**config.mk**
```make
export PLATFORM = sky130hd
export DESIGN_NAME = triangle_raster_scan
export DESIGN_NICKNAME = d
export VERILOG_FILES = /design/src/rtl/triangle_raster_scan_pkg.sv /design/src/rtl/triangle_raster_scan_fifo.sv /design/src/rtl/triangle_raster_scan.sv
export SDC_FILE = /design/constraint.sdc
export NUM_CORES = 1
export LEC_CHECK = 0
export BUFFER_PORTS_ARGS = -buffer_cell sky130_fd_sc_hd__clkbuf_2
export CAP_MARGIN = 20
export CORE_UTILIZATION = 60
export DETAILED_ROUTE_END_ITERATION = 10
export MAX_ROUTING_LAYER = met4
export PLACE_DENSITY = 0.88
export SYNTH_ARGS = -nofsm -noshare
export SYNTH_HDL_FRONTEND = slang
export SYNTH_SLANG_ARGS = --single-unit
```
**constraint.sdc**
```tcl
create_clock -name clk -period 9.8 [get_ports clk]
set_clock_uncertainty 0.1 [all_clocks]
set_input_delay 1.96 -clock clk [delete_from_list [all_inputs] [get_ports clk]]
set_output_delay 1.96 -clock clk [all_outputs]
set_load 0.1 [all_outputs]
```
**src/rtl/triangle_raster_scan_pkg.sv**
```systemverilog
// Shared defaults, FSM state encoding and pixel word width for the triangle raster scanner.
package raster_pkg;

   localparam int CW_DEF       = 9;
   localparam int TEST_LAT_DEF = 1;
   localparam int CNT_W_DEF    = 19;
   localparam int FDEPTH_DEF   = 4;

   typedef enum logic [2:0] {
      ST_IDLE  = 3'd0,
      ST_SETUP = 3'd1,
      ST_SCAN  = 3'd2,
      ST_DRAIN = 3'd3,
      ST_DONE  = 3'd4
   } state_t;

   // A queued pixel is {x, y}.
   function automatic int pix_w(input int cw);
      return 2 * cw;
   endfunction

endpackage

```
**src/rtl/triangle_raster_scan_fifo.sv**
```systemverilog
// Small synchronous FIFO holding covered pixels until the consumer takes them.
module raster_pix_fifo #(
   parameter int W     = 18,
   parameter int DEPTH = 4,
   parameter int CNTW  = $clog2(DEPTH + 1)
) (
   input  logic            clk,
   input  logic            rst_n,
   input  logic            push,
   input  logic [W-1:0]    push_data,
   input  logic            pop,
   output logic [W-1:0]    rd_data,
   output logic            empty,
   output logic [CNTW-1:0] count
);

   localparam int AW = (DEPTH > 1) ? $clog2(DEPTH) : 1;

   logic [AW-1:0]   wr_ptr_q, wr_ptr_d;
   logic [AW-1:0]   rd_ptr_q, rd_ptr_d;
   logic [CNTW-1:0] count_q, count_d;
   logic [W-1:0]    mem_q [DEPTH];
   logic            do_pop;

   always_comb begin
      wr_ptr_d = wr_ptr_q;
      rd_ptr_d = rd_ptr_q;
      count_d  = count_q;
      do_pop   = pop && (count_q != '0);
      if (push) begin
         wr_ptr_d = (wr_ptr_q == AW'(DEPTH - 1)) ? '0 : wr_ptr_q + AW'(1);
      end
      if (do_pop) begin
         rd_ptr_d = (rd_ptr_q == AW'(DEPTH - 1)) ? '0 : rd_ptr_q + AW'(1);
      end
      // Push and pop together on a full FIFO leave the count unchanged.
      case ({push, do_pop})
         2'b10:   count_d = count_q + CNTW'(1);
         2'b01:   count_d = count_q - CNTW'(1);
         default: count_d = count_q;
      endcase
   end

   always_ff @(posedge clk) begin
      if (!rst_n) begin
         wr_ptr_q <= '0;
         rd_ptr_q <= '0;
         count_q  <= '0;
      end else begin
         wr_ptr_q <= wr_ptr_d;
         rd_ptr_q <= rd_ptr_d;
         count_q  <= count_d;
      end
   end

   always_ff @(posedge clk) begin
      if (push) begin
         mem_q[wr_ptr_q] <= push_data;
      end
   end

   assign rd_data = mem_q[rd_ptr_q];
   assign empty   = (count_q == '0);
   assign count   = count_q;

endmodule

```
**src/rtl/triangle_raster_scan.sv**
```systemverilog
// Sweeps the bounding box of triangle A,B,C through an external point tester and
// streams back the covered pixels, with credit flow control so no result is lost.
module triangle_raster_scan
   import raster_pkg::*;
#(
   parameter int CW       = CW_DEF,
   parameter int TEST_LAT = TEST_LAT_DEF,
   parameter int CNT_W    = CNT_W_DEF,
   parameter int FDEPTH   = FDEPTH_DEF
) (
   input  logic             clk,
   input  logic             rst_n,
   input  logic             start,
   input  logic [CW-1:0]    ax,
   input  logic [CW-1:0]    ay,
   input  logic [CW-1:0]    bx,
   input  logic [CW-1:0]    by,
   input  logic [CW-1:0]    cx,
   input  logic [CW-1:0]    cy,
   output logic [CW-1:0]    px,
   output logic [CW-1:0]    py,
   output logic             pt_valid,
   input  logic             in_s,
   output logic             pix_valid,
   input  logic             pix_ready,
   output logic [CW-1:0]    pix_x,
   output logic [CW-1:0]    pix_y,
   output logic             busy,
   output logic             done,
   output logic [CNT_W-1:0] inside_count,
   output logic [2:0]       dbg_state
);

   localparam int PW  = pix_w(CW);
   localparam int FCW = $clog2(FDEPTH + 1);
   localparam int PL  = (TEST_LAT == 0) ? 1 : TEST_LAT;

   state_t           state_q, state_d;
   logic [CW-1:0]    ax_q, ay_q, bx_q, by_q, cx_q, cy_q;
   logic [CW-1:0]    ax_d, ay_d, bx_d, by_d, cx_d, cy_d;
   logic [CW-1:0]    xmax_q, ymin_q, ymax_q, xmax_d, ymin_d, ymax_d;
   logic [CW-1:0]    px_q, py_q, px_d, py_d;
   logic [CNT_W-1:0] cnt_q, cnt_d;
   logic [CW-1:0]    xlo, xhi, ylo, yhi;

   logic [PL-1:0]    pipe_v_q, pipe_v_d;
   logic [CW-1:0]    pipe_x_q [PL];
   logic [CW-1:0]    pipe_y_q [PL];
   logic [CW-1:0]    pipe_x_d [PL];
   logic [CW-1:0]    pipe_y_d [PL];
   logic [7:0]       inflight;
   logic             ret_v;
   logic [CW-1:0]    ret_x, ret_y;

   logic             push, pop, fifo_empty, last_pt;
   logic [PW-1:0]    fifo_rd;
   logic [FCW-1:0]   fifo_count;

   always_comb begin
      xlo = (ax_q < bx_q) ? ax_q : bx_q;
      xlo = (cx_q < xlo)  ? cx_q : xlo;
      xhi = (ax_q > bx_q) ? ax_q : bx_q;
      xhi = (cx_q > xhi)  ? cx_q : xhi;
      ylo = (ay_q < by_q) ? ay_q : by_q;
      ylo = (cy_q < ylo)  ? cy_q : ylo;
      yhi = (ay_q > by_q) ? ay_q : by_q;
      yhi = (cy_q > yhi)  ? cy_q : yhi;
   end

   // Issue credit: every point in the pipe or result in the FIFO holds one FIFO slot,
   // so a result returning from the tester always finds room.
   always_comb begin
      inflight = '0;
      for (int i = 0; i < PL; i++) begin
         if (pipe_v_q[i]) inflight = inflight + 8'd1;
      end
      if (TEST_LAT == 0) inflight = '0;
   end

   assign pt_valid = (state_q == ST_SCAN) && ((inflight + 8'(fifo_count)) < 8'(FDEPTH));
   assign last_pt  = (px_q == xmax_q) && (py_q == ymax_q);

   always_comb begin
      pipe_v_d    = pipe_v_q;
      pipe_x_d    = pipe_x_q;
      pipe_y_d    = pipe_y_q;
      for (int i = PL - 1; i > 0; i--) begin
         pipe_v_d[i] = pipe_v_q[i-1];
         pipe_x_d[i] = pipe_x_q[i-1];
         pipe_y_d[i] = pipe_y_q[i-1];
      end
      pipe_v_d[0] = pt_valid;
      pipe_x_d[0] = px_q;
      pipe_y_d[0] = py_q;
   end

   assign ret_v = (TEST_LAT == 0) ? pt_valid : pipe_v_q[PL-1];
   assign ret_x = (TEST_LAT == 0) ? px_q     : pipe_x_q[PL-1];
   assign ret_y = (TEST_LAT == 0) ? py_q     : pipe_y_q[PL-1];
   assign push  = ret_v && in_s;

   // Output stream: a pixel transfers on a cycle with pix_valid && pix_ready; while
   // pix_valid is high and pix_ready low, pix_x/pix_y stay unchanged.
   assign pop = pix_valid && pix_ready;

   always_comb begin
      state_d = state_q;
      ax_d = ax_q; ay_d = ay_q; bx_d = bx_q; by_d = by_q; cx_d = cx_q; cy_d = cy_q;
      xmax_d = xmax_q; ymin_d = ymin_q; ymax_d = ymax_q;
      px_d = px_q; py_d = py_q;
      cnt_d = cnt_q;
      if (push) cnt_d = cnt_q + CNT_W'(1);
      case (state_q)
         ST_IDLE: begin
            if (start) begin
               ax_d = ax; ay_d = ay; bx_d = bx; by_d = by; cx_d = cx; cy_d = cy;
               state_d = ST_SETUP;
            end
         end
         ST_SETUP: begin
            xmax_d  = xhi;
            ymin_d  = ylo;
            ymax_d  = yhi;
            px_d    = xlo;
            py_d    = ylo;
            cnt_d   = '0;
            state_d = ST_SCAN;
         end
         ST_SCAN: begin
            if (pt_valid) begin
               if (last_pt) begin
                  state_d = ST_DRAIN;
               end else if (py_q < ymax_q) begin
                  py_d = py_q + CW'(1);
               end else begin
                  py_d = ymin_q;
                  px_d = px_q + CW'(1);
               end
            end
         end
         ST_DRAIN: begin
            if ((inflight == '0) && fifo_empty) state_d = ST_DONE;
         end
         ST_DONE:  state_d = ST_IDLE;
         default:  state_d = ST_IDLE;
      endcase
   end

   always_ff @(posedge clk) begin
      if (!rst_n) begin
         state_q <= ST_IDLE;
         ax_q <= '0; ay_q <= '0; bx_q <= '0; by_q <= '0; cx_q <= '0; cy_q <= '0;
         xmax_q <= '0; ymin_q <= '0; ymax_q <= '0;
         px_q <= '0; py_q <= '0;
         cnt_q <= '0;
         pipe_v_q <= '0;
         for (int i = 0; i < PL; i++) begin
            pipe_x_q[i] <= '0;
            pipe_y_q[i] <= '0;
         end
      end else begin
         state_q <= state_d;
         ax_q <= ax_d; ay_q <= ay_d; bx_q <= bx_d; by_q <= by_d; cx_q <= cx_d; cy_q <= cy_d;
         xmax_q <= xmax_d; ymin_q <= ymin_d; ymax_q <= ymax_d;
         px_q <= px_d; py_q <= py_d;
         cnt_q <= cnt_d;
         pipe_v_q <= pipe_v_d;
         pipe_x_q <= pipe_x_d;
         pipe_y_q <= pipe_y_d;
      end
   end

   raster_pix_fifo #(
      .W    (PW),
      .DEPTH(FDEPTH),
      .CNTW (FCW)
   ) u_fifo (
      .clk      (clk),
      .rst_n    (rst_n),
      .push     (push),
      .push_data({ret_x, ret_y}),
      .pop      (pop),
      .rd_data  (fifo_rd),
      .empty    (fifo_empty),
      .count    (fifo_count)
   );

   assign px           = px_q;
   assign py           = py_q;
   assign pix_valid    = !fifo_empty;
   assign pix_x        = fifo_rd[PW-1:CW];
   assign pix_y        = fifo_rd[CW-1:0];
   assign busy         = (state_q == ST_SETUP) || (state_q == ST_SCAN) || (state_q == ST_DRAIN);
   assign done         = (state_q == ST_DONE);
   assign inside_count = cnt_q;
   assign dbg_state    = state_q;

endmodule

```
# Word-level counts from Yosys, hierarchy flattened
# Memory sizes are Yosys's and may differ from the RTL's. A register that Yosys moved wholly into a read port is not among the register bits.
# Cells that the tools add are included.
# Widths: inputs -> output; s select.
[word_totals] ramBits=72 register_bits=147 romBits=0 n_memories=1 out_inout_bits=62 latch_bits=0 wordCells=104
[mem_list] memory="u_fifo.mem_q" depth=4 word_bits=18 read_ports=1 rd_clocked_by_memory_dff=1 write_ports=1 line="triangle_raster_scan_fifo.sv:22" source="logic [W-1:0] mem_q [DEPTH];"
[classes] n_eq_ne=16 div=0 add_sub_neg=8 n_lt_le_gt_ge=10 n_reduce_logical=20 mux=29 n_shift=0 bitwise_logic=1 mul=0
[ops] operator="$mux 9" count=14
[ops] operator="$lt 9x9->1" count=5
[ops] operator="$gt 9x9->1" count=4
[ops] operator="$pmux 9 s2" count=2
[ops] operator="$add 19x1->19 const B" count=1
[ops] operator="$add 9x1->9 const B" count=2
[ops] operator="$eq 9x9->1" count=2
[ops] operator="$mux 3" count=4
[ops] operator="$ne 2x2->1 const B" count=6
[ops] operator="$pmux 3 s4" count=1
[ops] operator="$add 8x3->8" count=1
[ops] operator="$logic_not 8->1" count=1
[ops] operator="$lt 8x3->1 const B" count=1
[ops] operator="$mux 2" count=4
[ops] operator="$reduce_and 4->1" count=2
[ops] operator="$eq 2x2->1 const B" count=3
[ops] operator="$eq 3x2->1 const B" count=2
[ops] operator="$logic_and 1x1->1" count=6
[ops] operator="$logic_not 3->1" count=2
[ops] operator="$pmux 3 s2" count=1
[ops] operator="$add 2x1->2 const B" count=2
[ops] operator="$reduce_bool 2->1" count=2
[ops] operator="$add 3x1->3 const B" count=1
[ops] operator="$eq 3x1->1 const B" count=1
[ops] operator="11 further kinds" count=14

# Longest topological paths before layout
[logic_depth] word_depth=6 mapped_depth=19 depth_no_buf=17

# Modules after synthesis
# Synthesis repeated with hierarchy kept, for this count alone.
[hier_totals] cells_unflattened=1069 hier_area_um2=10994.3
[modules_own_cells] module="triangle_raster_scan" cells_per_inst=925 area_each_um2=7892.6 seq_area_each_um2=2802.7 n_inst=1
[modules_own_cells] module="raster_pix_fifo" cells_per_inst=144 area_each_um2=3101.7 seq_area_each_um2=2342.2 n_inst=1

# Worst setup path after synthesis
# OpenSTA, ideal clock, no wires.
[synth_path] path_type="reg2out" startpoint="reg state_q[0] (netlist: dbg_state[0])" endpoint="out busy" path_slack_ps=5052 stages_incl_launch_ff=4 n_path_buf=1 t_arrival_ps=2688 t_required_ps=7740 cell_sequence="dfxtp_1 clkbuf_1 nor2_1 nor2_1"
[synth_via] elab_chain_cells=3 word_cells_on_any_way=5 cone_classes="eq/ne (3); reduce/logical (2)"
[synth_rtl] element="start: declaration" line="triangle_raster_scan.sv:38" source="state_t state_q, state_d;"
[synth_rtl] element="start signal: assignment" line="triangle_raster_scan.sv:162" source="state_q <= state_d;"
[synth_rtl] element="$eq 3x1->1 or $eq 3x2->1 (tied branches)" line="triangle_raster_scan.sv:193" source="assign busy = (state_q == ST_SETUP) || (state_q == ST_SCAN) || (state_q == ST_DRAIN);"
[synth_rtl] element="$logic_or 1x1->1" line="triangle_raster_scan.sv:193"
[synth_rtl] element="$logic_or 1x1->1 (*)" line="triangle_raster_scan.sv:193"
[synth_rtl] element="end: declaration" line="triangle_raster_scan.sv:28" source="output logic busy,"
# Every way passes the cells marked *; elsewhere a longest branch is shown, timed or not.

==> impl_metrics.ini <==
[outcome]
status = completed

[power]
switchingPower_w = 0.000965
leakagePower_nw = 4.94
comb_power_share = 0.309
swShare = 0.357
power_frac_clock = 0.296
powerDensity_nw_per_um2 = 218
internal_power_w = 0.00174
p_seq_frac = 0.395
irDropWorstVdd_v = 0.000187

[route]
ant_nets = 0
wl_met2_mm = 11.4
drt-met1-wl_mm = 10.7
dr_wl_met3_mm = 1.32
first_pass_iters = 5
top_layer_used = met4
vias = 8423
routed_wirelength_mm = 24.3
viasPerCell = 5.93
wl_per_cell_um = 17.1
first_iter_violations = 645
drc_errors = 0

[clock_network]
cts_sinks = 221
clkTransAtPathRegs_ns = 0.06
clockBufferDepth = 3
cts-root-buf = clkbuf_16
numCtsBuffers = 22
cts.htree.levels = 1
cts_tree = done
cts-resized-gates = 0
clk_latency_ns = 0.51
post_cts_buffers = 0
hold_buffers = 0

[floorplanning]
coreArea_sq_um = 17900
initial_core_util = 0.612
dieWidth_um = 137
die_h_um = 137
rows = 49
pin_count = 121
fp.dieArea_sq_um = 18800

[logic_synthesis]
ys.warnings.count = 0
synth_top_area_cell = dfxtp_1
async_reset_ff_frac = 0
yosys_most_used_dff = dfxtp_1
yosysTopAreaCellShare = 0.272
seq_area_frac_synth = 0.470
ys_ff_latch = 221
synth-edff-count = 72
synthesis.nets = 1209
syn_area_per_cell_sq_um = 10.2
synthesis.area_sq_um = 11000
ys_types = 67
yosys-top-cells-area = dfxtp_1, edfxtp_1, ha_1, nand2_1, a21boi_0
synth_cells = 1079

[finish]
fill_cells = 1346
mostFrequentLayoutCell = nand2_1
instances_no_fill = 1421
layout_common_cells = nand2_1, dfxtp_1, clkbuf_2, edfxtp_1, ha_1
fin_nets = 1308
area_delta_synth_final_pct = 13.1
drive_gt1_frac = 0.170
antenna_cells = 0

[grt]
grt-ovfl-total = 0
grtUsageTotal = 0.277
grt_max_degree = 95
grt_pass1_vias = 8163
grt_pass1_wl_mm = 40.1
antenna_found_initial = 0

[sta]
setup_viol = 0
rsz0062_at_grt = no
timing.final.crit_share = 0.457
max_freq_mhz = 223
hold_violations = 0
layout_min_cycle_time_ns = 4.48
drv_slew = 0
worst_pin_slew_ns = 0.984
slew_headroom = 0.344
fin_setup_tns_ns = 0

[setup_path]
worstPathArrival_ns = 2.42
rr_worst_depth = 16
path_class = flip-flop to primary output
endpoint_kind = primary output
start_kind = flip-flop
required_ns = 7.74
r2r_start = by_q[4]
critPathMaxFanout = 11

[hold_path]
hold_depth = 2
hold_start = ymin_q[1]
hold_class = flip-flop to flip-flop

[job]
max_cap_viol_count = 0

[placed_design]
placed_cells = 1380
port_buffers = 120
gp_congestion = 0.933
dp_hpwl_mm = 17.2
[path summary, 6_finish.rpt]
path / slack (ns) / end
setup / recovery: 5.32 / pix_x[5]
hold / removal: 0.36 / ymin_q[1]
setup reg to reg: 5.45 / ymax_q[8]
hold reg to reg: 0.36 / ymin_q[1]
[Yosys cell counts, types with 4 or more instances]
cell type / n
dfxtp_1: 149
o311ai_1: 8
o211ai_1: 6
xor2_1: 13
a211oi_1: 6
inv_1: 50
clkbuf_1: 43
nand3_1: 67
ha_1: 70
o21a_1: 7
o311ai_0: 9
or3_1: 16
nand2_1: 154
mux2_2: 10
mux4_2: 18
and2_1: 25
nand4_1: 32
a21o_1: 15
nor3b_1: 5
o21ai_0: 35
a31oi_1: 6
edfxtp_1: 72
nor3_1: 5
a21oi_1: 29
and3_1: 16
mux2i_1: 36
o221ai_1: 4
nor2_1: 38
nor2b_1: 5
buf_2: 8
a21boi_0: 58
o31ai_1: 4
xnor2_1: 16
[area by class of cell]
class	instances	area, sq um	area share
clock buffer	31	614	0.0496
inverter	50	188	0.0152
multi-input combinational	753	5400	0.436
sequential	221	5140	0.415
tap	229	287	0.0231
timing repair buffer	130	689	0.0557
clock inverter	7	68.8	0.00556
[power groups by stage]
stage	logic, W	registers, W	clock network [W]
2_1_floorplan	0.000594	0.00114	0
3_3_place_gp	0.000792	0.00108	0
3_5_place_dp	0.000810	0.00109	0
4_1_cts	0.000817	0.00107	0.000813
5_1_grt	0.000912	0.00108	0.000848
6_report	0.000837	0.00107	0.000802
[metrics by stage]
step	setup WS, ns	hold WS [ns]	utilization	instance area (sq um)	power, W
CTS	5.25	0.358	0.690	12400	0.00270
detailed placement	5.46	0.344	0.652	11700	0.00190
global placement	5.64	0.333	0.652	11700	0.00187
floorplan	5.05	0.325	-	11000	0.00173
global route	5.16	0.384	0.692	12400	0.00283
finish	5.32	0.355	0.692	12400	0.00271
[logic make-up after synthesis]
| group | share of synthesized area |
|---|---|
| buf+inv | 0.0391 |
| compound gates | 0.133 |
| simple gates | 0.169 |
| xor+xnor | 0.0232 |
| flops | 0.470 |
| fa+ha+maj | 0.0818 |
| mux | 0.0842 |
[per-layer routing]
| metal | vias to the layer above | GRT usage |
|---|---|---|
| met3 | 62 | 0.0289 |
| li1 | 4117 | - |
| met4 | 0 | 0.103 |
| met2 | 290 | 0.452 |
| met5 | - | - |
| met1 | 3954 | 0.356 |
[registers in the layout (all words and copies together), names as in the netlist, named ones only]
name             count
u_fifo.mem_q        72
inside_count        19
ax_q                 9
ay_q                 9
bx_q                 9
by_q                 9
cx_q                 9
cy_q                 9
pipe_x_q             9
pipe_y_q             9
px                   9
py                   9
xmax_q               9
ymax_q               9
ymin_q               9
dbg_state            3
u_fifo.count         3
u_fifo.rd_ptr_q      2
u_fifo.wr_ptr_q      2
pipe_v_q             1
[critical path, cell delays in order (launching register included)]
cell and delay [ns]:
dfxtp_1 0.64, buf_4 0.34, mux4_2 0.53, clkbuf_2 0.38
(Power assumes the default switching activity.)
